<file path="config.mk">
export PLATFORM = sky130hd
export DESIGN_NAME = memory_arbiter
export DESIGN_NICKNAME = d
export VERILOG_FILES = /design/src/rtl/memory_arbiter.sv
export SDC_FILE = /design/constraint.sdc
export NUM_CORES = 1
export LEC_CHECK = 0
export ABC_AREA = 1
export BUFFER_PORTS_ARGS = -buffer_cell sky130_fd_sc_hd__buf_2
export CAP_MARGIN = 20
export CORE_MARGIN = 4
export CORE_UTILIZATION = 47
export CTS_CLUSTER_SIZE = 14
export DETAILED_ROUTE_END_ITERATION = 16
export PLACE_DENSITY_LB_ADDON = 0.1
export SLEW_MARGIN = 0
export SYNTH_ARGS = -nofsm -noshare
export SYNTH_HDL_FRONTEND = slang
export SYNTH_SLANG_ARGS = --single-unit
</file>
<file path="constraint.sdc">
create_clock -name clk -period 1.77 [get_ports clk]
set_clock_uncertainty 0.1 [all_clocks]
set_input_delay 0.0885 -clock clk [delete_from_list [all_inputs] [get_ports clk]]
set_output_delay 0.0885 -clock clk [all_outputs]
set_load 0.005 [all_outputs]
</file>
<file path="src/rtl/memory_arbiter.sv">
// Two-client round-robin arbiter in front of a single-port RAM.
// Each transaction runs IDLE -> ACCESS -> SETTLE -> DONE, with the RAM bus held stable for two cycles.
module memory_arbiter #(
  parameter int addrBits = 16,
  parameter int dataBits = 16
) (
  input  logic                clk,
  input  logic                reset,
  input  logic                aReq,
  input  logic                aWrite,
  input  logic [addrBits-1:0] aAddress,
  input  logic [dataBits-1:0] aDataIn,
  output logic                aAck,
  output logic [dataBits-1:0] aDataOut,
  input  logic                bReq,
  input  logic                bWrite,
  input  logic [addrBits-1:0] bAddress,
  input  logic [dataBits-1:0] bDataIn,
  output logic                bAck,
  output logic [dataBits-1:0] bDataOut,
  input  logic [dataBits-1:0] ramDataOut,
  output logic                ramReadWriteMode,
  output logic [addrBits-1:0] ramAddress,
  output logic [dataBits-1:0] ramDataIn,
  output logic                busy
);

  localparam logic RAM_READ  = 1'b0;
  localparam logic RAM_WRITE = 1'b1;

  typedef enum logic [1:0] {IDLE, ACCESS, SETTLE, DONE} state_t;

  state_t              r_state;
  logic                r_grantB;
  logic                r_lastGrantB;
  logic                r_write;
  logic [addrBits-1:0] r_addr;
  logic [dataBits-1:0] r_data;

  logic w_pickB;
  logic w_onBus;

  // On a tie the client that was not granted last time wins.
  assign w_pickB = bReq && (!aReq || !r_lastGrantB);
  assign w_onBus = (r_state == ACCESS) || (r_state == SETTLE);

  // The RAM only ever sees the latched transaction, and only while it is on the bus.
  assign ramAddress       = w_onBus ? r_addr : '0;
  assign ramDataIn        = w_onBus ? r_data : '0;
  assign ramReadWriteMode = (w_onBus && r_write) ? RAM_WRITE : RAM_READ;

  always_ff @(posedge clk) begin
    if (!reset) begin
      r_state      <= IDLE;
      r_grantB     <= 1'b0;
      r_lastGrantB <= 1'b1;
      r_write      <= 1'b0;
      r_addr       <= '0;
      r_data       <= '0;
      aAck         <= 1'b0;
      bAck         <= 1'b0;
      aDataOut     <= '0;
      bDataOut     <= '0;
      busy         <= 1'b0;
    end else begin
      aAck <= 1'b0;
      bAck <= 1'b0;
      case (r_state)
        IDLE: begin
          if (aReq || bReq) begin
            r_grantB     <= w_pickB;
            r_lastGrantB <= w_pickB;
            r_write      <= w_pickB ? bWrite   : aWrite;
            r_addr       <= w_pickB ? bAddress : aAddress;
            r_data       <= w_pickB ? bDataIn  : aDataIn;
            busy         <= 1'b1;
            r_state      <= ACCESS;
          end
        end
        ACCESS: r_state <= SETTLE;
        SETTLE: begin
          // Read data is valid in the second bus cycle, so capture it here.
          if (!r_write) begin
            if (r_grantB) bDataOut <= ramDataOut;
            else          aDataOut <= ramDataOut;
          end
          aAck    <= !r_grantB;
          bAck    <= r_grantB;
          r_state <= DONE;
        end
        DONE: begin
          // Requests are deliberately ignored here so a held Req is not serviced twice.
          busy    <= 1'b0;
          r_state <= IDLE;
        end
        default: r_state <= IDLE;
      endcase
    end
  end

endmodule

</file>
==> results.tsv, run 1 <==
stage	metric	value	unit
run_status	outcome	finished, final reports clean	
yosys	synthTopCellsByCount	nor2_1 (171), nand2_1 (105), dfxtp_1 (72)	
global_routing	grt_antenna_before_repair	0	
clocking	clock_sink_count	72	
route	vias	3978	
route	postRouteAntennaNets	0	
place	port_buffers	153	
finish	nets	847	
finish	fin_area	5270	µm²
finish	multi_input_area	1510	µm²
yosys	synth_edf_count	0	
global_routing	grt_max_degree	67	
global_routing	grt_pass1_wl	16900	µm
yosys	synth_area	3390	µm²
critical_path	r2r_end	bDataOut[4]$_SDFFE_PN0P_	
yosys	avgSynthCellArea	6.35	µm²
floorplanning	io_pins	154	
clocking	worstSkewPairLatency	330	ps
timing	final.min_clock_period	1670	ps
route	avgRoutedWirePerCell	12.1	µm
finish	nFillCells	563	
timing	finalSetupViolCount	0	
timing	whs	7.56	ps
timing	fmax	0.598	GHz
floorplanning	dieArea	8630	µm²
clocking	clock_tree.root_cell	clkbuf_8	
yosys	ys_seq_area_frac	0.426	
finish	num_antenna_cells	0	
route	drc	0	
clocking	clk_pin_slew	80	ps
power_and_ir_drop	power.leakage	2.99	nW
place	hpwl	6140	µm
critical_path	worstPathRequired	1580	ps
global_routing	grt_pass1_vias	3762	
timing	relSlewSlack	0.784	
clocking	cts_setup_buffers	0	
critical_path	rrSetupSlack	170	ps
critical_path	startpoint	r_state[0]$_SDFFE_PN0P_	
yosys	synth_nets	623	
critical_path	ff2ff_path_depth	8	
timing	grt_setup_unrepaired	no	
critical_path	critPathKind	register to output port	
finish	final_layout_size_suffix_gt1_frac	0.247	
yosys	ys_ff_latch	72	
yosys	synth_cell_types	21	
yosys	ys.flop_type	dfxtp_1	
clocking	cts_max_path_buffers	2	
finish	instances_no_fill	858	
global_routing	track_usage	0.239	
finish	postLayoutCoreUtil	0.762	
global_routing	gr-total-overflow	0	
timing	slew_violations	0	
yosys	synthCells	533	
clocking	htree_levels	3	
place	placed_cell_area	4190	µm²
power_and_ir_drop	power	6.14	mW
timing	tightest_slew	325	ps
yosys	async_flop_share	0	
critical_path	arrival	1480	ps
critical_path	crit_fanout	14	
yosys	synth.most_common_cell	nor2_1	
yosys	synth.area.top_cells	dfxtp_1 (43%), nor2_1 (19%), nand2_1 (12%), o21ai_0 (9.2%), inv_1 (7.9%)	
clocking	cts_tree	built	
critical_path	worstSetupEndpoint	ramAddress[0]	
route	drt_iter0_drc	169	
floorplanning	initial_core_util	0.490	
route	wirelength	10400	µm
critical_path	cp-start-kind	register	
floorplanning	die_h	92.9	µm
power_and_ir_drop	ir_drop	0.000668	V
clocking	numCtsBuffers	9	
critical_path	cp-end-kind	output port	
floorplanning	design.core.area	6910	µm²
place	placed_cells	760	
floorplanning	die_w	92.9	µm
floorplanning	rows	30	
yosys	yosysWarnings	0	
finish	regArea	1440	µm²
finish	syn2layout_area_growth	55.4	%
yosys	synth_top_area_frac	0.426	
route	first_pass_iters	5	
timing	post-route-period-util	0.945	
route	vias_per_cell	4.64	
run	max-cap-violations	0	
worst_hold_path	hp-class	input pin to register	
place	gp_congestion	0.766	
power_and_ir_drop	p_per_area	1170	nW/µm²
yosys	synth_area_leader_cell	dfxtp_1	
critical_path	rr_startpoint	r_state[0]$_SDFFE_PN0P_	
timing	final_hold_viol_count	0	
[worst min-delay path by stage]
stage	from	endpoint	slack, ps	cells past startpoint
global placement	ramDataOut[11]	aDataOut[11]$_SDFFE_PN0P_	250	3
global route	bAddress[8]	r_addr[8]$_SDFFE_PN0P_	30	5
detailed placement	ramDataOut[8]	aDataOut[8]$_SDFFE_PN0P_	260	3
floorplan	reset	bAck$_SDFF_PN0_	130	2
CTS	bAddress[8]	r_addr[8]$_SDFFE_PN0P_	3	5
finish	bAddress[8]	r_addr[8]$_SDFFE_PN0P_	8	5
[timing repair]
item / in CTS / in global routing
pin swaps: 0 / 0
endpoints found under the hold margin: 67 / 0
hold buffers: 82 / 0
setup endpoints to repair: 19 / 36
resized for setup: 1 / 7
[worst max-delay path, cell delays in order (launching register included)]
cell,delay (ps)
dfxtp_2,340
inv_1,90
ha_4,290
buf_6,160
nand2_1,80
inv_1,80
buf_2,110
[metrics by stage]
stage,TNS (ps),worst slack [ps]
after floorplan,0,321
after global placement,0,238
after detailed placement,0,158
after CTS,-1.80,-1.80
after global routing,0,4.33
final,0,98.2
[cell type report]
| type | instances | area share |
|---|---|---|
| clock buffer | 10 | 0.0242 |
| clock inverter | 6 | 0.0176 |
| inverter | 74 | 0.0528 |
| multi-input combinational | 358 | 0.287 |
| sequential | 72 | 0.274 |
| tap | 96 | 0.0228 |
| timing repair buffer | 242 | 0.322 |
[where the power goes]
group	internal, mW	switching [mW]
Sequential	2.04	0.208
Combinational	1.09	1.39
Clock	0.801	0.613
[layout by cell type, fill, tap and decap left out, drive strengths merged, types with 2 or more instances in the layout]
| master | n |
|---|---|
| nor2 | 174 |
| buf | 160 |
| nand2 | 107 |
| dlygate4sd3 | 82 |
| inv | 75 |
| dfxtp | 72 |
| o21ai | 68 |
| clkbuf | 10 |
| ha | 4 |
| nand3 | 2 |
| clkinvlp | 2 |
| bufinv | 2 |
[cell families (layout without fill, tap and decap cells)]
logic type	Yosys count	in the layout	share of synthesized area
simple gates	285	285	0.323
buf+inv	103	332	0.134
flops	72	72	0.426
compound gates	69	69	0.102
fa+ha+maj	4	4	0.0148
[flip-flops by register name, indices dropped and copies added (netlist names)]
name / cells
aAck: 1
aDataOut: 16
r_write: 1
bDataOut: 16
r_grantB: 1
r_lastGrantB: 1
r_state: 2
bAck: 1
r_data: 16
r_addr: 16
busy: 1
[metal layers]
layer / global-route usage / vias up / routed length, µm
met5: 0 / - / 0
met4: 0.115 / 0 / 318
met3: 0.0609 / 31 / 743
met2: 0.406 / 164 / 5090
met1: 0.281 / 1752 / 4250
li1: - / 2031 / -
(Power assumes the default switching activity.)
==> inputs of run 2 (changes only) <==
- CORE_UTILIZATION: 47 -> 50
- MAX_ROUTING_LAYER: unset -> met4
- clock period: 1.77 -> 2.1 ns (I/O delays scaled with it)
==> run 2 against run 1 <==
Combinational power shrank 24%. Global-route usage shrank 0.39 points. Setup slack gained 220 ps. Worst hold slack gained 4.9 ps. Highest routed layer unchanged.
==> results.tsv, run 2 (synthesis gave the netlist of run 1 again) <==
stage	metric	value	unit
run_status	outcome	finished, final reports clean	
clocking	clk_pin_slew	70	ps
run	max-cap-violations	0	
place	hpwl	6190	µm
timing	fmax	0.562	GHz
global_routing	gr-total-overflow	0	
clocking	worstSkewPairLatency	320	ps
floorplanning	rows	29	
power_and_ir_drop	p_per_area	1000	nW/µm²
floorplanning	dieArea	8150	µm²
finish	syn2layout_area_growth	41.9	%
timing	grt_setup_unrepaired	no	
critical_path	worstPathRequired	1890	ps
timing	tightest_slew	452	ps
clocking	ctsResizeCount	0	
timing	fin_tns_setup	0	ps
floorplanning	io_pins	154	
route	vias_per_cell	4.70	
timing	final_hold_viol_count	0	
floorplanning	die_w	90.3	µm
timing	final.min_clock_period	1780	ps
power_and_ir_drop	power.leakage	2.81	nW
global_routing	track_usage	0.236	
critical_path	critPathKind	register to output port	
timing	whs	12.4	ps
route	wirelength	9120	µm
clocking	clock_tree.root_cell	clkbuf_8	
finish	final_layout_size_suffix_gt1_frac	0.257	
global_routing	grt_pass1_vias	3620	
power_and_ir_drop	power	4.83	mW
route	drc	0	
clocking	clock_sink_count	72	
route	vias	3785	
clocking	cts_tree	built	
floorplanning	die_h	90.3	µm
critical_path	r2r_end	r_data[15]$_SDFFE_PN0P_	
route	avgRoutedWirePerCell	11.3	µm
finish	num_antenna_cells	0	
route	drt_iter0_drc	142	
finish	layout_commonest_cell	nor2_1	
worst_hold_path	hp-class	input pin to register	
critical_path	cp-start-kind	register	
timing	slew_violations	0	
critical_path	cp-end-kind	output port	
clocking	numCtsBuffers	9	
critical_path	worstSetupEndpoint	ramDataIn[14]	
finish	final_cell_mix	nor2_1 (171), buf_2 (153), nand2_1 (104)	
critical_path	startpoint	r_state[1]$_SDFFE_PN0P_	
critical_path	rrSetupSlack	510	ps
finish	nets	814	
critical_path	crit_fanout	17	
global_routing	grt_antenna_before_repair	0	
critical_path	arrival	1570	ps
power_and_ir_drop	ir_drop	0.000559	V
clocking	cts_max_path_buffers	2	
timing	relSlewSlack	0.699	
clocking	htree_levels	3	
timing	post-route-period-util	0.847	
route	first_pass_iters	4	
route	postRouteAntennaNets	0	
place	port_buffers	153	
critical_path	ff2ff_path_depth	8	
global_routing	grt_pass1_wl	15900	µm
floorplanning	initial_core_util	0.524	
place	gp_congestion	0.803	
global_routing	grt_max_degree	36	
timing	finalSetupViolCount	0	
critical_path	rr_startpoint	r_state[0]$_SDFFE_PN0P_	
floorplanning	design.core.area	6460	µm²
[run 2: changes by cell type in the layout (fill, tap and decap cells not counted), moves of 2 or more]
cell and delta:
dfxtp_1 +2, dlygate4sd3_1 -35, buf_4 +7, buf_12 -4, dfxtp_2 -2
[run 2: per-stage QoR]
step           area (µm²)  setup slack (ps)  cells  utilization
3_3_place_gp         4140               565    743        0.641
3_5_place_dp         4140               502    743        0.641
2_1_floorplan        3390               635    533            -
5_1_grt              4810               179    805        0.744
4_1_cts              4810               317    805        0.744
6_report             4810               322    805        0.744
[run 2: worst min-delay path by stage]
stage / from / end / slack, ps / depth (start not counted)
finish: bDataIn[9] / r_data[9]$_SDFFE_PN0P_ / 10 / 5
global route: bDataIn[4] / r_data[4]$_SDFFE_PN0P_ / 7 / 5
CTS: bAddress[2] / r_addr[2]$_SDFFE_PN0P_ / 3 / 5
detailed placement: ramDataOut[11] / aDataOut[11]$_SDFFE_PN0P_ / 280 / 3
global placement: ramDataOut[11] / aDataOut[11]$_SDFFE_PN0P_ / 270 / 3
floorplan: reset / bAck$_SDFF_PN0_ / 150 / 2
[run 2: critical path, cell delays in order (launching register included)]
cell and delay (ps):
dfxtp_1 390, inv_1 80, ha_1 300, buf_4 230
nand2_1 80, inv_1 70, buf_2 100
[run 2: cell type report]
type	instances	area, µm²
clock inverter	5	57.6
timing repair buffer	209	1300
tap	77	96.3
inverter	74	278
sequential	72	1440
fill	563	1650
clock buffer	10	138
multi-input combinational	358	1490
[run 2: power by group]
group	internal, mW	switching (mW)	leakage, nW
sequential	1.72	0.172	0.591
combinational	0.774	1.10	2.12
clock	0.572	0.490	0.0904
total	3.06	1.77	2.81
[run 2: metal layers]
layer	vias to the layer above	GRT usage	share of wire
li1	1964	-	-
met1	1674	0.282	0.42
met2	135	0.397	0.50
met3	12	0.0475	0.064
met4	0	0.0778	0.013
met5	-	-	0
[run 2: timing repair]
| item | CTS | global route |
|---|---|---|
| hold endpoints to repair | 63 | 0 |
| setup buffers | 0 | 0 |
| hold buffers | 47 | 0 |
==> inputs of run 3 (changes only) <==
- CORE_UTILIZATION: 50 -> 42
- clock period: 2.1 -> 1.6 ns (I/O delays scaled with it)
==> run 3 against run 2 <==
The run now ends with setup timing left. Via count increased by 2.5%. Worst hold slack improved by 3.0 ps. Critical endpoint is now ramAddress[10]. Largest cell class is now non-clock buffers. Non-clock buffer count increased by 35.
==> results.tsv, run 3 (synthesis gave the netlist of run 1 again) <==
stage	metric	value	unit
clocking	cts_tree	built	
clocking	htree_levels	3	
floorplanning	dieArea	9560	µm²
finish	syn2layout_area_growth	58.1	%
place	placed_cells	766	
place	placed_cell_area	4220	µm²
critical_path	crit_slowest_cell	ha_4	
critical_path	rrSetupSlack	60	ps
timing	relSlewSlack	0.802	
route	vias	3880	
timing	fin_tns_setup	-348	ps
global_routing	grt_max_degree	72	
route	first_pass_iters	5	
worst_hold_path	min_path_cells	3	
global_routing	grt_pass1_vias	3849	
critical_path	arrival	1460	ps
route	vias_per_cell	4.48	
critical_path	critPathKind	register to output port	
critical_path	cp_cell_sequence	inv_2 > ha_4 > clkbuf_16 > nand2_1 > inv_1 > buf_2	
timing	setup_ws	-37.2	ps
place	gp_congestion	0.791	
timing	grt_setup_unrepaired	yes	
clocking	cts_max_path_buffers	2	
timing	fmax	0.611	GHz
critical_path	cp-start-kind	register	
finish	final_cell_mix	nor2_1 (171), buf_2 (153), nand2_1 (102)	
route	avgRoutedWirePerCell	12.0	µm
timing	slew_violations	0	
timing	finalSetupViolCount	29	
floorplanning	design.core.area	7770	µm²
timing	post-route-period-util	1.02	
worst_hold_path	hp-class	input pin to register	
place	hpwl	5910	µm
global_routing	grt_antenna_before_repair	0	
power_and_ir_drop	ir_drop	0.000804	V
route	wirelength	10400	µm
global_routing	track_usage	0.222	
timing	whs	15.4	ps
floorplanning	initial_core_util	0.436	
finish	layout_commonest_cell	nor2_1	
power_and_ir_drop	power	7.26	mW
finish	num_antenna_cells	0	
critical_path	ff2ff_path_depth	8	
run_status	outcome	complete, but fails checks	
floorplanning	die_w	97.8	µm
route	drt_iter0_drc	145	
global_routing	grt_pass1_wl	17300	µm
power_and_ir_drop	power.leakage	3.03	nW
finish	instances_no_fill	866	
place	port_buffers	153	
floorplanning	rows	32	
critical_path	crit_fanout	8	
floorplanning	io_pins	154	
clocking	clk_pin_slew	70	ps
run_status	violations	setup timing	
timing	final_hold_viol_count	0	
place	dp_slack	32.0	ps
floorplanning	die_h	97.8	µm
power_and_ir_drop	p_per_area	1360	nW/µm²
finish	final_layout_size_suffix_gt1_frac	0.260	
timing	final.min_clock_period	1640	ps
finish	fin_area	5350	µm²
global_routing	gr-total-overflow	0	
critical_path	worstPathRequired	1420	ps
critical_path	cp-end-kind	output port	
finish	postLayoutCoreUtil	0.689	
clocking	clock_tree.root_cell	clkbuf_8	
critical_path	max_stage_delay	350	ps
route	drc	0	
run	max-cap-violations	0	
clocking	clock_sink_count	72	
finish	nets	849	
clocking	worstSkewPairLatency	320	ps
clocking	numCtsBuffers	9	
route	postRouteAntennaNets	0	
timing	tightest_slew	296	ps
-- run 3: cell types whose count changed in the layout (fill, tap and decap cells not counted), moves of 2 or more --
| cell | before | now |
|---|---|---|
| nand2_1 | 104 | 102 |
| inv_1 | 71 | 67 |
| buf_4 | 9 | 4 |
| buf_12 | 0 | 5 |
| o21ai_1 | 6 | 11 |
| inv_2 | 3 | 6 |
| buf_16 | 0 | 2 |
| dfxtp_2 | 0 | 2 |
| dfxtp_1 | 72 | 70 |
| dlygate4sd3_1 | 47 | 79 |
| o21ai_0 | 62 | 57 |
| clkinvlp_4 | 3 | 0 |
-- run 3: worst paths after layout --
| check | from | end |
|---|---|---|
| worst max-delay path | r_state[0]$_SDFFE_PN0P_ | ramAddress[10] |
| worst min-delay path | bReq | r_lastGrantB$_SDFFE_PN1P_ |
| worst max register to register | r_state[1]$_SDFFE_PN0P_ | bDataOut[8]$_SDFFE_PN0P_ |
| worst min register to register | aDataOut[8]$_SDFFE_PN0P_ | aDataOut[8]$_SDFFE_PN0P_ |
-- run 3: layout make-up --
type	count	area, µm²
sequential	72	1440
tap	102	128
clock buffer	11	141
multi-input combinational	358	1520
clock inverter	5	78.8
inverter	74	280
fill	666	2410
timing repair buffer	244	1770
-- run 3: where the power goes --
part	total [mW]	switching, mW	internal [mW]
clock	1.59	0.671	0.923
combinational	3.19	1.66	1.53
sequential	2.48	0.225	2.26
total	7.26	2.55	4.71
-- run 3: timing repair --
| action | CTS | global route |
|---|---|---|
| hold buffers | 79 | 0 |
| endpoints found under the hold margin | 65 | 0 |
| setup buffers | 2 | 0 |
| setup endpoints to repair | 33 | 49 |
| cloned | 2 | 1 |
| resized for setup | 11 | 8 |
| pin swaps | 1 | 1 |
-- run 3: routing by layer --
layer  up-vias  track usage  part of all wire
li1       2032            -                 -
met1      1705        0.263              0.43
met2       129        0.387              0.50
met3        14       0.0379             0.057
met4         0       0.0650             0.013
met5         -            -                 0
-- run 3: worst max-delay path, delay by kind of cell, from the launching register on --
family        cells  cell delay, ps
simple gates      1              50
fa+ha+maj         1             350
buf+inv           4             390
flops             1             340
